==> src/rtl/serial_frame_sched_if.sv <==
// Bundle of the serial frame path: serial input plus lane outputs and status.
// master drives serin and observes the lanes; slave is the scheduler side.
interface serial_frame_sched_if #(
  parameter int ADDR_W = 2,
  parameter int LEN_W  = 4
);
  localparam int NL = 1 << ADDR_W;

  logic              serin;
  logic              busy;
  logic [ADDR_W-1:0] port_sel;
  logic [LEN_W-1:0]  len;
  logic [NL-1:0]     valid;
  logic [NL-1:0]     dout;
  logic              done;

  modport master (
    output serin,
    input  busy, port_sel, len, valid, dout, done
  );

  modport slave (
    input  serin,
    output busy, port_sel, len, valid, dout, done
  );
endinterface

==> src/rtl/serial_frame_sched.sv <==
// Bit-serial frame scheduler: start bit, MSB-first lane address and payload length,
// then payload bits routed to one of 2^ADDR_W lanes, followed by a one-cycle done.
module serial_frame_sched #(
  parameter int ADDR_W = 2,
  parameter int LEN_W  = 4
) (
  input  logic                clk,
  input  logic                reset,
  serial_frame_sched_if.slave bus
);
  localparam int NL    = 1 << ADDR_W;
  localparam int CNT_W = (ADDR_W > LEN_W) ? ADDR_W : LEN_W;

  typedef enum logic [2:0] {IDLE, ADDR, LEN, DATA, DONE} state_t;

  state_t            state_q, state_d;
  logic [CNT_W-1:0]  cnt_q, cnt_d;
  logic [ADDR_W-1:0] port_sel_q, port_sel_d;
  logic [LEN_W-1:0]  len_q, len_d, len_shift;
  logic              busy_q, busy_d;
  logic              done_q, done_d;
  logic [NL-1:0]     valid_q, valid_d;

  always_comb begin
    state_d    = state_q;
    cnt_d      = cnt_q;
    port_sel_d = port_sel_q;
    len_d      = len_q;
    len_shift  = LEN_W'({len_q, bus.serin});
    case (state_q)
      IDLE: begin
        if (!bus.serin) begin
          state_d = ADDR;
          cnt_d   = '0;
        end
      end
      ADDR: begin
        port_sel_d = ADDR_W'({port_sel_q, bus.serin});
        cnt_d      = cnt_q + CNT_W'(1);
        if (cnt_q == CNT_W'(ADDR_W - 1)) begin
          state_d = LEN;
          cnt_d   = '0;
        end
      end
      LEN: begin
        len_d = len_shift;
        cnt_d = cnt_q + CNT_W'(1);
        if (cnt_q == CNT_W'(LEN_W - 1)) begin
          cnt_d   = '0;
          state_d = (len_shift == '0) ? DONE : DATA;
        end
      end
      DATA: begin
        // len_q is nonzero here, so cnt_q tops out at len_q-1 and never wraps.
        cnt_d = cnt_q + CNT_W'(1);
        if ((cnt_q + CNT_W'(1)) == CNT_W'(len_q)) begin
          state_d = DONE;
        end
      end
      DONE:    state_d = IDLE;
      default: state_d = IDLE;
    endcase

    // Outputs are decoded from the next state so they register alongside it.
    busy_d  = (state_d != IDLE);
    done_d  = (state_d == DONE);
    valid_d = (state_d == DATA) ? (NL'(1) << port_sel_d) : '0;
  end

  always_ff @(posedge clk or negedge reset) begin
    if (!reset) begin
      state_q    <= IDLE;
      cnt_q      <= '0;
      port_sel_q <= '0;
      len_q      <= '0;
      busy_q     <= 1'b0;
      done_q     <= 1'b0;
      valid_q    <= '0;
    end else begin
      state_q    <= state_d;
      cnt_q      <= cnt_d;
      port_sel_q <= port_sel_d;
      len_q      <= len_d;
      busy_q     <= busy_d;
      done_q     <= done_d;
      valid_q    <= valid_d;
    end
  end

  assign bus.busy     = busy_q;
  assign bus.done     = done_q;
  assign bus.valid    = valid_q;
  assign bus.port_sel = port_sel_q;
  assign bus.len      = len_q;
  assign bus.dout     = valid_q & {NL{bus.serin}};
endmodule

==> src/flat_wrapper.sv <==
// flat-port wrapper written by rule: the top's interface ports become plain ports
module serial_frame_sched_flat 
#(
  parameter int ADDR_W = 2,
  parameter int LEN_W  = 4
)
  (clk, reset, bus_serin, bus_busy, bus_port_sel, bus_len, bus_valid, bus_dout, bus_done);
  serial_frame_sched_if #(.ADDR_W(ADDR_W), .LEN_W(LEN_W)) bus_i ();
  input  logic clk;
  input  logic reset;
  input wire logic [$bits(bus_i.serin)-1:0] bus_serin;
  output wire logic [$bits(bus_i.busy)-1:0] bus_busy;
  output wire logic [$bits(bus_i.port_sel)-1:0] bus_port_sel;
  output wire logic [$bits(bus_i.len)-1:0] bus_len;
  output wire logic [$bits(bus_i.valid)-1:0] bus_valid;
  output wire logic [$bits(bus_i.dout)-1:0] bus_dout;
  output wire logic [$bits(bus_i.done)-1:0] bus_done;
  assign bus_i.serin = bus_serin;
  assign bus_busy = bus_i.busy;
  assign bus_port_sel = bus_i.port_sel;
  assign bus_len = bus_i.len;
  assign bus_valid = bus_i.valid;
  assign bus_dout = bus_i.dout;
  assign bus_done = bus_i.done;
  serial_frame_sched #(.ADDR_W(ADDR_W), .LEN_W(LEN_W)) u_core (.clk(clk), .reset(reset), .bus(bus_i));
endmodule
==> config.mk <==
export PLATFORM = sky130hd
export DESIGN_NAME = serial_frame_sched_flat
export DESIGN_NICKNAME = d
export VERILOG_FILES = /design/src/rtl/serial_frame_sched_if.sv /design/src/rtl/serial_frame_sched.sv /design/src/flat_wrapper.sv
export SDC_FILE = /design/constraint.sdc
export NUM_CORES = 1
export LEC_CHECK = 0
export CORE_MARGIN = 2
export CORE_UTILIZATION = 45
export CTS_BUF_LIST = sky130_fd_sc_hd__clkbuf_4 sky130_fd_sc_hd__clkbuf_8
export CTS_CLUSTER_DIAMETER = 200
export CTS_CLUSTER_SIZE = 16
export DETAILED_ROUTE_END_ITERATION = 8
export PLACE_DENSITY = 0.79
export SKIP_LAST_GASP = 1
export SLEW_MARGIN = 40
export SYNTH_ARGS = -nofsm -noshare
export SYNTH_HDL_FRONTEND = slang
export SYNTH_SLANG_ARGS = --single-unit
==> constraint.sdc <==
create_clock -name clk -period 5.45 [get_ports clk]
set_clock_uncertainty 0.2 [all_clocks]
set_input_delay 1.635 -clock clk [delete_from_list [all_inputs] [get_ports clk]]
set_output_delay 1.635 -clock clk [all_outputs]
set_load 0.02 [all_outputs]
# Word-level counts from Yosys, hierarchy flattened
# Cells that the tools add are included.
[word_totals]
regBits = 19
inputBits = 3
out_inout_bits = 16
elab_cells = 36
[op_classes]
addsub = 1
eq_ne = 9
shifts = 1
n_mux = 12
bitwise_logic = 1
n_reduce_logical = 5
[ops]
columns = ["op", "count"]
rows = [
  ["4-bit 2-to-1 mux", 4],
  ["4-bit case mux with 4 select lines", 1],
  ["3-bit 2-to-1 mux", 5],
  ["3-bit case mux with 4 select lines", 1],
  ["3-bit by 2-bit == test with 1-bit output (second input constant)", 3],
  ["4-bit by 1-bit adder with 4-bit output (second input constant)", 1],
  ["4-bit AND", 1],
  ["4-bit by 1-bit == test with 1-bit output (second input constant)", 1],
  ["4-bit by 2-bit == test with 1-bit output (second input constant)", 1],
  ["4-bit == test", 1],
  ["4-bit logical NOT", 1],
  ["4-bit nonzero test", 1],
  ["1-bit by 2-bit left shift with 4-bit output (first input constant)", 1],
  ["3-bit by 1-bit == test with 1-bit output (second input constant)", 1],
  ["3-bit == test (second input constant)", 1],
  ["3-bit logical NOT", 1],
  ["3-bit nonzero test", 1],
  ["2-bit 2-to-1 mux", 1],
  ["2-bit != test (second input constant)", 1],
  ["2-bit AND reduction", 1],
]

# Longest topological paths before layout
# Gate-level depths: netlist (run 1).
[logic_depth]
word_depth = 6
ltp_mapped = 6

# Worst setup path before layout (run 1)
# OpenSTA, ideal clock, no wires.
[synth_path]
path_kind = "in2out"
startpoint = "input port bus_serin"
endpoint = "output port bus_dout[0]"
arrival_ps = 1845
slack_ps = 1770
stages = 1
cell_sequence = "and2_1"
[synth_between]
elab_chain_cells = 1
[synth_rtl]
columns = ["item", "line", "source"]
rows = [
  ["from (decl)", "flat_wrapper.sv:11", "input wire logic [$bits(bus_i.serin)-1:0] bus_serin;"],
  ["4-bit AND", "serial_frame_sched.sv:95", "assign bus.dout = valid_q & {NL{bus.serin}};"],
  ["to (decl)", "flat_wrapper.sv:16", "output wire logic [$bits(bus_i.dout)-1:0] bus_dout;"],
]
# No other way between the ends.

# Final worst setup path (run 1)
[layout_path]
startpoint = "input port bus_serin"
endpoint = "output port bus_dout[1]"
# Same word-level chain as after synthesis.

==> results.sh, run 1 <==
export IMPL_ir_drop_mv=0.300
export IMPL_drc=0
export IMPL_grt_pass1_vias=747
export IMPL_cts_tree="yes"
export IMPL_die_h_microns=49.4
export IMPL_syn_to_final_growth_pct=24.8
export IMPL_ys_ff_latch=19
export IMPL_grt_max_degree=20
export IMPL_io_buffers=18
export IMPL_timing_setup_tns_ns=0
export IMPL_ys_warn_count=0
export IMPL_post_cts_buffers=0
export IMPL_grt_usage_pct=16.7
export IMPL_dpl_cell_count=127
export IMPL_yosysMostFrequentCell="dfrtp_1"
export IMPL_fmax_mhz=206
export IMPL_instances_no_fill=131
export IMPL_drive_gt1_share_pct=10.6
export IMPL_syn_cell_area_sq_um=927
export IMPL_status="completed"
export IMPL_max_stage_delay_ns=0.61
export IMPL_synth_edf_count=0
export IMPL_arrival_ns=3.01
export IMPL_post_drt_wl_per_cell_microns=13.4
export IMPL_cap_violations=0
export IMPL_finalSetupViolCount=0
export IMPL_finalNetCount=110
export IMPL_ys_flop_type="dfrtp_1"
export IMPL_rsz0062_at_grt="no"
export IMPL_yosysUniqueCellTypes=29
export IMPL_num_rows=16
export IMPL_synthTopCellsByCount="19 x dfrtp_1, 7 x inv_1, 7 x o21ai_0"
export IMPL_dpl_hpwl_mm=1.29
export IMPL_worst_slack_ns=0.602
export IMPL_htreeDepth=1
export IMPL_post_route_period_util_pct=89.0
export IMPL_synth_fp_nets=89
export IMPL_clk_path_buf_depth=2
export IMPL_die_w_microns=49.4
export IMPL_antenna_found_initial=0
export IMPL_dp_slack_ns=0.595
export IMPL_vias_per_cell=5.34
export IMPL_hold_buffers=0
export IMPL_critPathMaxFanout=9
export IMPL_dr_total_vias=700
export IMPL_crit_chain="clkdlybuf4s50_1 > and2_1 > clkdlybuf4s50_1"
export IMPL_critical_path_slowest_cell="clkdlybuf4s50_1"
export IMPL_synth_area_per_cell_sq_um=11.0
export IMPL_clock_sinks=19
export IMPL_ant_nets=0
export IMPL_tightest_slew_ns=0.607
export IMPL_numCtsBuffers=3
export IMPL_clk_pin_slew_ns=0.11
export IMPL_synth_seq_area_share_pct=51.3
export IMPL_first_pass_iters=4
export IMPL_grt_overflow=0
export IMPL_critical_path_required_ns=3.62
export IMPL_cts_resized_gates=0
export IMPL_io_pins=19
export IMPL_insertion_delay_ns=0.30
export IMPL_endpoint_kind="output pin"
export IMPL_dieArea_sq_mm=0.00244
export IMPL_grt_pass1_wl_mm=3.17
export IMPL_initial_core_util_pct=47.3
export IMPL_netlist_instances=84
export IMPL_final_hold_viol_count=0
export IMPL_crit_top_cell="clkdlybuf4s50_1"
export IMPL_drtIter0Drc=22
export IMPL_hold_slack_ns=0.367
export IMPL_fin_util_pct=59.0
export IMPL_critPathLaunchType="input pin"
export IMPL_synth_top_area_share_pct=51.3
export IMPL_core_sq_mm=0.00196
export IMPL_slew_headroom_pct=59.1
export IMPL_synth_top_area_cell="dfrtp_1"
export IMPL_slew_violations=0
export IMPL_min_period_ns=4.85
export IMPL_ys_top_cells_by_area="dfrtp_1 51%, mux2_2 4.9%, o21ai_0 3.8%, xor2_1 3.8%, a211oi_1 3.2%"
export IMPL_crit_type="in2out"
export IMPL_power_density_mw_per_mm2=610
export IMPL_holdCritPathClass="reg2reg"
export IMPL_wl_mm=1.75
export IMPL_root_buffer="clkbuf_4"
export IMPL_async_flop_share_pct=100
export IMPL_num_antenna_cells=0
export IMPL_leakage_nw=0.513
export IMPL_finalWeightedCongestion=0.750
[critical path: cells and delay by family]
kind | cells | cell delay, ns
simple gates | 1 | 0.17
buf+inv | 2 | 1.20
[logic make-up (layout without fill, tap and decap cells)]
| group | Yosys count | after routing | share of synthesized area (%) |
|---|---|---|---|
| AOI/OAI and AO/OA | 20 | 20 | 14.0 |
| xor gates and xnor gates | 6 | 6 | 7.15 |
| adders and majority gates | 2 | 2 | 2.70 |
| buffers and inverters | 9 | 29 | 3.78 |
| DFF | 19 | 19 | 51.3 |
| muxes | 6 | 6 | 7.02 |
| and+or+nand+nor | 22 | 22 | 14.0 |
[per-stage QoR]
stage               total power, mW  cell area [sq um]
floorplan                     0.500                927
global placement              0.620               1130
detailed placement            0.631               1130
CTS                           0.706               1160
global route                  0.762               1160
finish                        0.707               1160
[area by class of cell]
| type | instances | area [sq um] |
|---|---|---|
| Fill cell | 189 | 805 |
| Tap cell | 27 | 33.8 |
| Multi-Input combinational cell | 56 | 417 |
| Timing Repair Buffer | 18 | 175 |
| Clock buffer | 4 | 30.0 |
| Sequential cell | 19 | 475 |
| Inverter | 7 | 26.3 |
[sequential cells by signal, indices dropped and copies added (netlist names)]
name,cells
u_core.bus.len,4
u_core.bus.valid,4
u_core.cnt_q,4
u_core.state_q,3
u_core.bus.port_sel,2
u_core.bus.busy,1
u_core.bus.done,1
[where the power goes]
part | leakage (nW) | switching, mW | total (mW) | internal [mW]
clock | 0.0184 | 0.0429 | 0.0764 | 0.0335
sequential | 0.240 | 0.0602 | 0.258 | 0.198
combinational | 0.254 | 0.194 | 0.372 | 0.178
total | 0.513 | 0.297 | 0.707 | 0.410
[metal layers]
metal,global-route usage [%],part of all wire [%]
met5,0,0
met4,8.80,2.2
met3,2.15,2.1
met2,27.9,48
met1,20.9,48
[path summary, 6_finish.rpt]
| path | slack (ns) | cells past startpoint | endpoint | from |
|---|---|---|---|---|
| worst max-delay path | 0.60 | 3 | bus_dout[1] | bus_serin |
| worst max register to register | 3.15 | 5 | u_core.state_q[0] | u_core.cnt_q[0] |
| max in group asynchronous | 3.71 | 1 | u_core.bus.len[1] | reset |
| worst min-delay path | 0.37 | 1 | u_core.bus.len[3] | u_core.bus.len[3] |
| min in group asynchronous | 1.04 | 1 | u_core.cnt_q[3] | reset |
| worst min register to register | 0.37 | 1 | u_core.bus.len[3] | u_core.bus.len[3] |
[layout by cell type (no fill, tap or decap), types with 2 or more instances in the layout]
cell type,n
mux2_2,4
xor2_1,4
inv_1,7
or4_1,2
dfrtp_1,19
o22ai_1,2
ha_1,2
clkdlybuf4s50_1,17
o21ai_0,7
a21o_1,2
nor2_1,4
nand3_1,3
mux2i_1,2
and2_1,4
clkbuf_4,4
nand2_1,4
a211oi_1,4
Power figures use the tool's default switching activity.
==> inputs of run 2 (changes only) <==
- CAP_MARGIN: unset -> 30
- SKIP_CTS_REPAIR_TIMING: unset -> 1
==> results of run 2 <==
The final DEF is identical to that of run 1; final timing and power are the same.
